--- src/rtl/boron_job_arbiter.sv ---
// Round-robin job sequencer that shares one boron_enc core between NUM_REQ requesters.
// One job in flight: grant, start the core, wait for done or timeout, respond, then flush the core.
module boron_job_arbiter #(
   parameter int NUM_REQ      = 2,
   parameter int TIMEOUT      = 64,
   parameter int FLUSH_CYCLES = 2
) (
   input  logic                  clk,
   input  logic                  rst,
   input  logic [NUM_REQ-1:0]    req_valid,
   output logic [NUM_REQ-1:0]    req_ready,
   input  logic [NUM_REQ*64-1:0] req_plain,
   input  logic [NUM_REQ*80-1:0] req_key,
   output logic [NUM_REQ-1:0]    resp_valid,
   input  logic [NUM_REQ-1:0]    resp_ready,
   output logic [63:0]           resp_data,
   output logic                  resp_err,
   output logic                  busy,
   output logic                  core_start,
   output logic                  core_rst,
   output logic [63:0]           core_plain,
   output logic [79:0]           core_key,
   input  logic                  core_done,
   input  logic [63:0]           core_cipher
);

   localparam int GW = $clog2(NUM_REQ);
   localparam int TW = $clog2(TIMEOUT + 1);
   localparam int FW = $clog2(FLUSH_CYCLES + 1);

   typedef enum logic [2:0] {
      S_IDLE,
      S_START,
      S_BUSY,
      S_RESP,
      S_FLUSH
   } state_t;

   state_t          state;
   logic [GW-1:0]   rr_ptr;
   logic [GW-1:0]   grant_q;
   logic [GW-1:0]   grant_idx;
   logic            grant_any;
   logic [TW-1:0]   tmo_cnt;
   logic [FW-1:0]   flush_cnt;

   logic [63:0]     plain_arr [NUM_REQ];
   logic [79:0]     key_arr   [NUM_REQ];

   function automatic logic [GW-1:0] wrap_idx(input int v);
      return GW'(v % NUM_REQ);
   endfunction

   function automatic logic [NUM_REQ-1:0] onehot(input logic [GW-1:0] i);
      return NUM_REQ'(1) << i;
   endfunction

   for (genvar i = 0; i < NUM_REQ; i++) begin : g_unpack
      assign plain_arr[i] = req_plain[64*i +: 64];
      assign key_arr[i]   = req_key[80*i +: 80];
   end

   // Scan downwards so the lane closest to rr_ptr is the last (winning) assignment.
   always_comb begin
      grant_idx = '0;
      grant_any = 1'b0;
      for (int k = NUM_REQ - 1; k >= 0; k--) begin
         if (req_valid[wrap_idx(int'(rr_ptr) + k)]) begin
            grant_idx = wrap_idx(int'(rr_ptr) + k);
            grant_any = 1'b1;
         end
      end
   end

   assign req_ready  = (state == S_IDLE && grant_any) ? onehot(grant_idx) : '0;
   assign resp_valid = (state == S_RESP) ? onehot(grant_q) : '0;

   always_ff @(posedge clk or negedge rst) begin
      if (!rst) begin
         state      <= S_FLUSH;
         flush_cnt  <= '0;
         tmo_cnt    <= '0;
         rr_ptr     <= '0;
         grant_q    <= '0;
         busy       <= 1'b1;
         core_start <= 1'b0;
         core_rst   <= 1'b0;
         core_plain <= '0;
         core_key   <= '0;
         resp_data  <= '0;
         resp_err   <= 1'b0;
      end else begin
         core_start <= 1'b0;
         case (state)
            S_IDLE: begin
               if (grant_any) begin
                  core_plain <= plain_arr[grant_idx];
                  core_key   <= key_arr[grant_idx];
                  grant_q    <= grant_idx;
                  core_start <= 1'b1;
                  busy       <= 1'b1;
                  state      <= S_START;
               end
            end
            S_START: begin
               tmo_cnt <= '0;
               state   <= S_BUSY;
            end
            // A done seen on the timeout cycle still counts as a good result.
            S_BUSY: begin
               if (core_done) begin
                  resp_data <= core_cipher;
                  resp_err  <= 1'b0;
                  state     <= S_RESP;
               end else if (tmo_cnt == TW'(TIMEOUT - 1)) begin
                  resp_data <= '0;
                  resp_err  <= 1'b1;
                  state     <= S_RESP;
               end else begin
                  tmo_cnt <= tmo_cnt + TW'(1);
               end
            end
            S_RESP: begin
               if (resp_ready[grant_q]) begin
                  rr_ptr    <= wrap_idx(int'(grant_q) + 1);
                  flush_cnt <= '0;
                  core_rst  <= 1'b0;
                  state     <= S_FLUSH;
               end
            end
            S_FLUSH: begin
               if (flush_cnt == FW'(FLUSH_CYCLES - 1)) begin
                  core_rst <= 1'b1;
                  busy     <= 1'b0;
                  state    <= S_IDLE;
               end else begin
                  flush_cnt <= flush_cnt + FW'(1);
               end
            end
            default: state <= S_FLUSH;
         endcase
      end
   end

endmodule
--- config.mk ---
export PLATFORM = sky130hd
export DESIGN_NAME = boron_job_arbiter
export DESIGN_NICKNAME = d
export VERILOG_FILES = /design/src/rtl/boron_job_arbiter.sv
export SDC_FILE = /design/constraint.sdc
export NUM_CORES = 1
export LEC_CHECK = 0
export CORE_AREA = 10 10 215 217
export DETAILED_ROUTE_END_ITERATION = 6
export DIE_AREA = 0 0 225 227
export SYNTH_ARGS = -nofsm -noshare
export SYNTH_HDL_FRONTEND = slang
export SYNTH_SLANG_ARGS = --single-unit
--- constraint.sdc ---
create_clock -name clk -period 2 [get_ports clk]
set_clock_uncertainty 0.1 [all_clocks]
set_input_delay 0.4 -clock clk [delete_from_list [all_inputs] [get_ports clk]]
set_output_delay 0.4 -clock clk [all_outputs]
set_load 0.01 [all_outputs]
# After elaboration in Yosys (flattened, before gate mapping)

Index checks and enable logic that the tools add are counted.

Output and inout bits: 216
Register bits: 226
Input port bits: 359

Bitwise logic cells: 1
Reductions and logical operators: 14
Order comparisons: 4
Multiplexer cells: 42
Equality and inequality tests: 13
Shifts and indexed selects: 2
Add/sub/neg operators: 4

Operator list:

| kind                  | number |
|---|---|
| $mux W64              | 5 |
| $mux W80              | 3 |
| $mux W1               | 18 |
| $mux W3               | 5 |
| $pmux W3 S5           | 1 |
| $mux W7               | 2 |
| $pmux W7 S2           | 1 |
| $reduce_and A3 Y1     | 4 |
| $ne A2 B2 Y1 const B  | 5 |
| $mux W2               | 4 |
| $reduce_bool A2 Y1    | 4 |
| $add A7 B1 Y7 const B | 1 |
| $eq A7 B6 Y1 const B  | 1 |
| $eq A3 B2 Y1 const B  | 2 |
| $lt A1 B2 Y1 const B  | 3 |
| $reduce_and A2 Y1     | 3 |
| $pmux W1 S2           | 2 |
| $pmux W2 S2           | 1 |
| $reduce_and A4 Y1     | 1 |
| $shl A1 B1 Y2 const A | 2 |
| $eq A3 B1 Y1 const B  | 1 |
| $eq A3 B3 Y1 const B  | 1 |
| $logic_not A3 Y1      | 1 |
| $ne A3 B3 Y1 const B  | 1 |
| 7 further kinds       | 8 |

# Depth between registers and ports, before layout

Depth after elaboration: 9
Depth in mapped cells: 7
Mapped depth without buffers: 5

# Worst setup path after synthesis

No wires, ideal clock.

Path kind: register to register
From: register tmo_cnt[0]
To: register resp_data[12]
Setup slack: 202 ps
Data arrival time: 1,577 ps
Setup time: 121 ps
Data required time: 1,779 ps
Cell stages (with the launch flop): 8
Clock period less this slack: 1,798 ps
Path buffers: 2
Cells stage by stage: dfrtp_1 ha_1 and4b_1 a21oi_1 nand2b_1 buf_2 buf_2 a22o_1

Word-level cells in the longest chain between the ends: 3

RTL lines:

| element                      | line | text |
|---|---|---|
| start: declaration           | 44   | `logic [TW-1:0] tmo_cnt;` |
| start signal: assignment     | 120  | `tmo_cnt <= tmo_cnt + TW'(1);` |
| $eq A7 B6 Y1                 | 115  | `end else if (tmo_cnt == TW'(TIMEOUT - 1)) begin` |
| $reduce_bool A2 Y1 (no line) | --   |  |
| $reduce_and A2 Y1 (no line)  | --   |  |
| end signal: assignment       | 112  | `resp_data <= core_cipher;` |
| end: declaration             | 16   | `output logic [63:0] resp_data,` |

Every way passes these cells.
A chain may end at the register's enable or synchronous reset.

# Final worst setup path

From: register state[2]
To: output req_ready[1]

Word-level cells in the longest chain between the ends: 3

RTL lines:

| element                  | line | text |
|---|---|---|
| start: declaration       | 39   | `state_t state;` |
| start signal: assignment | 80   | `state <= S_FLUSH;` |
| start signal: assignment | 102  | `state <= S_START;` |
| start signal: assignment | 107  | `state <= S_BUSY;` |
| $logic_not A3 Y1         | 75   | `assign req_ready = (state == S_IDLE && grant_any) ? onehot(grant_idx) : '0;` |
| $logic_and A1 B1 Y1      | 75   |  |
| $mux W2                  | 75   |  |
| end: declaration         | 11   | `output logic [NUM_REQ-1:0] req_ready,` |

Every way passes these cells.

==> metrics.md <==
| Metric | Value |
|---|---|
| Status | finished, violations left |
| Violated checks | DRC, setup timing |
| Routability cong. | 0.891 |
| Synth area leader | dfrtp_1 |
| Clk Latency, worst-skew pair | 0.54 ns |
| Net Count, Synth | 1083 |
| Largest net degree at the start of global routing | 56 |
| Worst Hold Class | primary input to asynchronous set/reset pin |
| Gr usage total | 0.166 |
| PwrDens | 1430 nW/um^2 |
| Area of the die | 51100 sq um |
| Post-synth cell types | 34 |
| Rows | 75 |
| Synth top area cells | dfrtp_1 (63%), a222oi_1 (16%), a22o_1 (6.4%) |
| Post-synth EDFFs | 0 |
| Vias in the first global route | 9529 |
| Flops & latches, synth | 226 |
| Required @ worst endpoint | 1.50 ns |
| TritonCTS clock tree | built |
| Cell with the most instances after synthesis | dfrtp_1 |
| Number of max-cap violations | 0 |
| DRC Markers | 3 |
| Pins over their slew limit | 0 |
| Post-Layout Cell Count | 1901 |
| Via Count | 9287 |
| Critical R2R Launch | state[2] |
| Initial antenna violation count | 11 |
| CP arrival | 1.63 ns |
| Post-synth ARST share | 1.00 |
| Critical Path End Type | output port |
| Clock Sinks | 226 |
| Fin Hold WS | 0.249 ns |
| ANT nets after route | 0 |
| Peak VDD IR | 0.000731 V |
| Avg Cell Area, Syn | 12.4 sq um |
| First-pass GRT wire length | 65000 um |
| Relative slew margins | 0.722 |
| Pwr Total | 24.9 mW |
| Mapped Cells | 722 |
| Synth Flop Type | dfrtp_1 |
| PnR worst setup slack | -0.126 ns |
| Worst-path fanout max | 4 |
| Fin crit share | 1.06 |
| CTS buffer count | 26 |
| Synth warn | 0 |
| RSZ-0062 raised after global routing | yes |
| Slew @ Worst Pin | 0.417 ns |
| Fin. Hold Viols | 0 |
| Synth-to-layout area growth | 94.6% |
| Startpoint Class | flop |
| Post-synthesis instance area | 8960 sq um |
| Clock buffer depth | 3 |
| Core area | 41800 sq um |
| Synth top area share | 0.626 |
| Final setup viols | 106 |
| Place WS | -0.111 ns |
| Fin crit period | 2.13 ns |
| Drt initial violations | 1212 |
| Clk pin slew, worst setup/hold paths | 0.06 ns |
| Crit Path Class | flop to output port |
| Leakage power | 9.01 nW |
| Achievable frequency | 0.470 GHz |
| Overall routed net length | 50300 um |
| Hpwl dp | 34600 um |
| Nets | 1698 |
| Top cells by count, synth | dfrtp_1 (224), inv_1 (148), a222oi_1 (144), a22o_1 (65), buf_2 (28) |
| Fraction of layout cells with a size suffix above 1 | 0.104 |
| Avg WL per Cell | 26.4 um |
| Die Wd | 225 um |
| Placed insts | 1810 |
| CP Launch Point | state[2] |
| IO buf count | 574 |
| Setup_tns | -2.98 ns |
| Die Span Y | 227 um |
| DRT Pass-1 Iters | 7 |
| Initial Util | 0.215 |
| Global route overflow | 0 |
| IO Count | 575 |
| Via/cell ratio | 4.89 |
| H-tree levels | 1 |
| CTS Root Cell | clkbuf_16 |
| Sequential fraction of the synthesis area | 0.631 |
logic make-up (layout without fill, tap and decap cells):
family,after synthesis,in the layout,synth area share
adders and majority gates,2,2,0.00279
buffers and inverters,213,847,0.0936
and+or+nand+nor,43,43,0.0264
muxes,1,1,0.00126
other,0,6,0
DFF,226,226,0.631
AOI/OAI and AO/OA,237,237,0.245
worst max-delay path: stages, from the launching register on:
cell	delay (ns)
dfstp_2	0.58
nor3_4	0.06
and3_4	0.20
buf_12	0.12
buf_12	0.12
per-stage QoR:
stage          utilization  area (sq um)
6_report             0.417         17400
5_1_grt              0.417         17400
4_1_cts              0.396         16500
3_5_place_dp         0.374         15600
3_3_place_gp         0.374         15600
2_1_floorplan            -          8960
what timing repair did:
action | 4_1_cts | 5_1_grt
pin swaps | 4 | 26
gates resized for setup | 104 | 91
hold buffers | 1 | 0
setup buffers | 5 | 7
endpoints found under the setup margin | 94 | 249
endpoints found under the hold margin | 37 | 0
gates cloned | 1 | 26
routing by layer:
metal / global-route usage / vias to the layer above / wire (um)
met5: 0 / - / 25
met4: 0.0498 / 4 / 1320
met3: 0.0721 / 67 / 5780
met2: 0.285 / 543 / 25200
met1: 0.182 / 4648 / 18000
li1: - / 4025 / -
worst paths after layout:
kind	end	slack [ns]	depth (start not counted)
min in group clk	resp_data[43]	0.35	2
setup / recovery	req_ready[1]	-0.13	4
hold reg to reg	core_key[66]	0.38	2
max in group asynchronous	core_key[64]	0.88	3
setup reg to reg	core_plain[50]	-0.10	8
hold / removal	core_key[2]	0.25	2
registers in the layout, indices dropped and copies added, names as in the netlist, 2 cells and up:
signal and count:
tmo_cnt 7, state 3, resp_data 64, core_key 80
core_plain 64, flush_cnt 2
power by group:
part | total, mW | leakage [nW] | internal, mW | switching, mW
Sequential | 7.93 | 2.83 | 6.67 | 1.26
Clock | 5.13 | 0.453 | 3.14 | 1.99
Combinational | 11.9 | 5.73 | 6.26 | 5.62
Total | 24.9 | 9.01 | 16.1 | 8.87
cell usage in the layout (no fill, tap or decap), types with 4 or more instances in the layout:
cell and count:
a21oi_1 9, a222oi_1 144, a22o_1 65, buf_12 17
buf_16 7, buf_4 27, buf_6 8, clkbuf_1 4
clkbuf_16 47, clkbuf_8 8, clkdlybuf4s50_1 417, clkinv_2 4
dfrtp_1 224, diode_2 6, dlygate4sd2_1 90, dlymetal6s2s_1 62
inv_1 148, nand2_1 7, nand3_1 4, nor2_1 9
o21ai_0 8
cell type report:
class,instances,area (sq um)
Inverter,148,556
Timing Repair Buffer,652,7110
Multi-Input combinational cell,283,2500
Sequential cell,226,5660
Fill cell,3943,24300
Clock inverter,8,118
Clock buffer,39,801
Antenna cell,6,15.0
Tap cell,539,674
No activity file was read; power rests on OpenSTA's default activity.
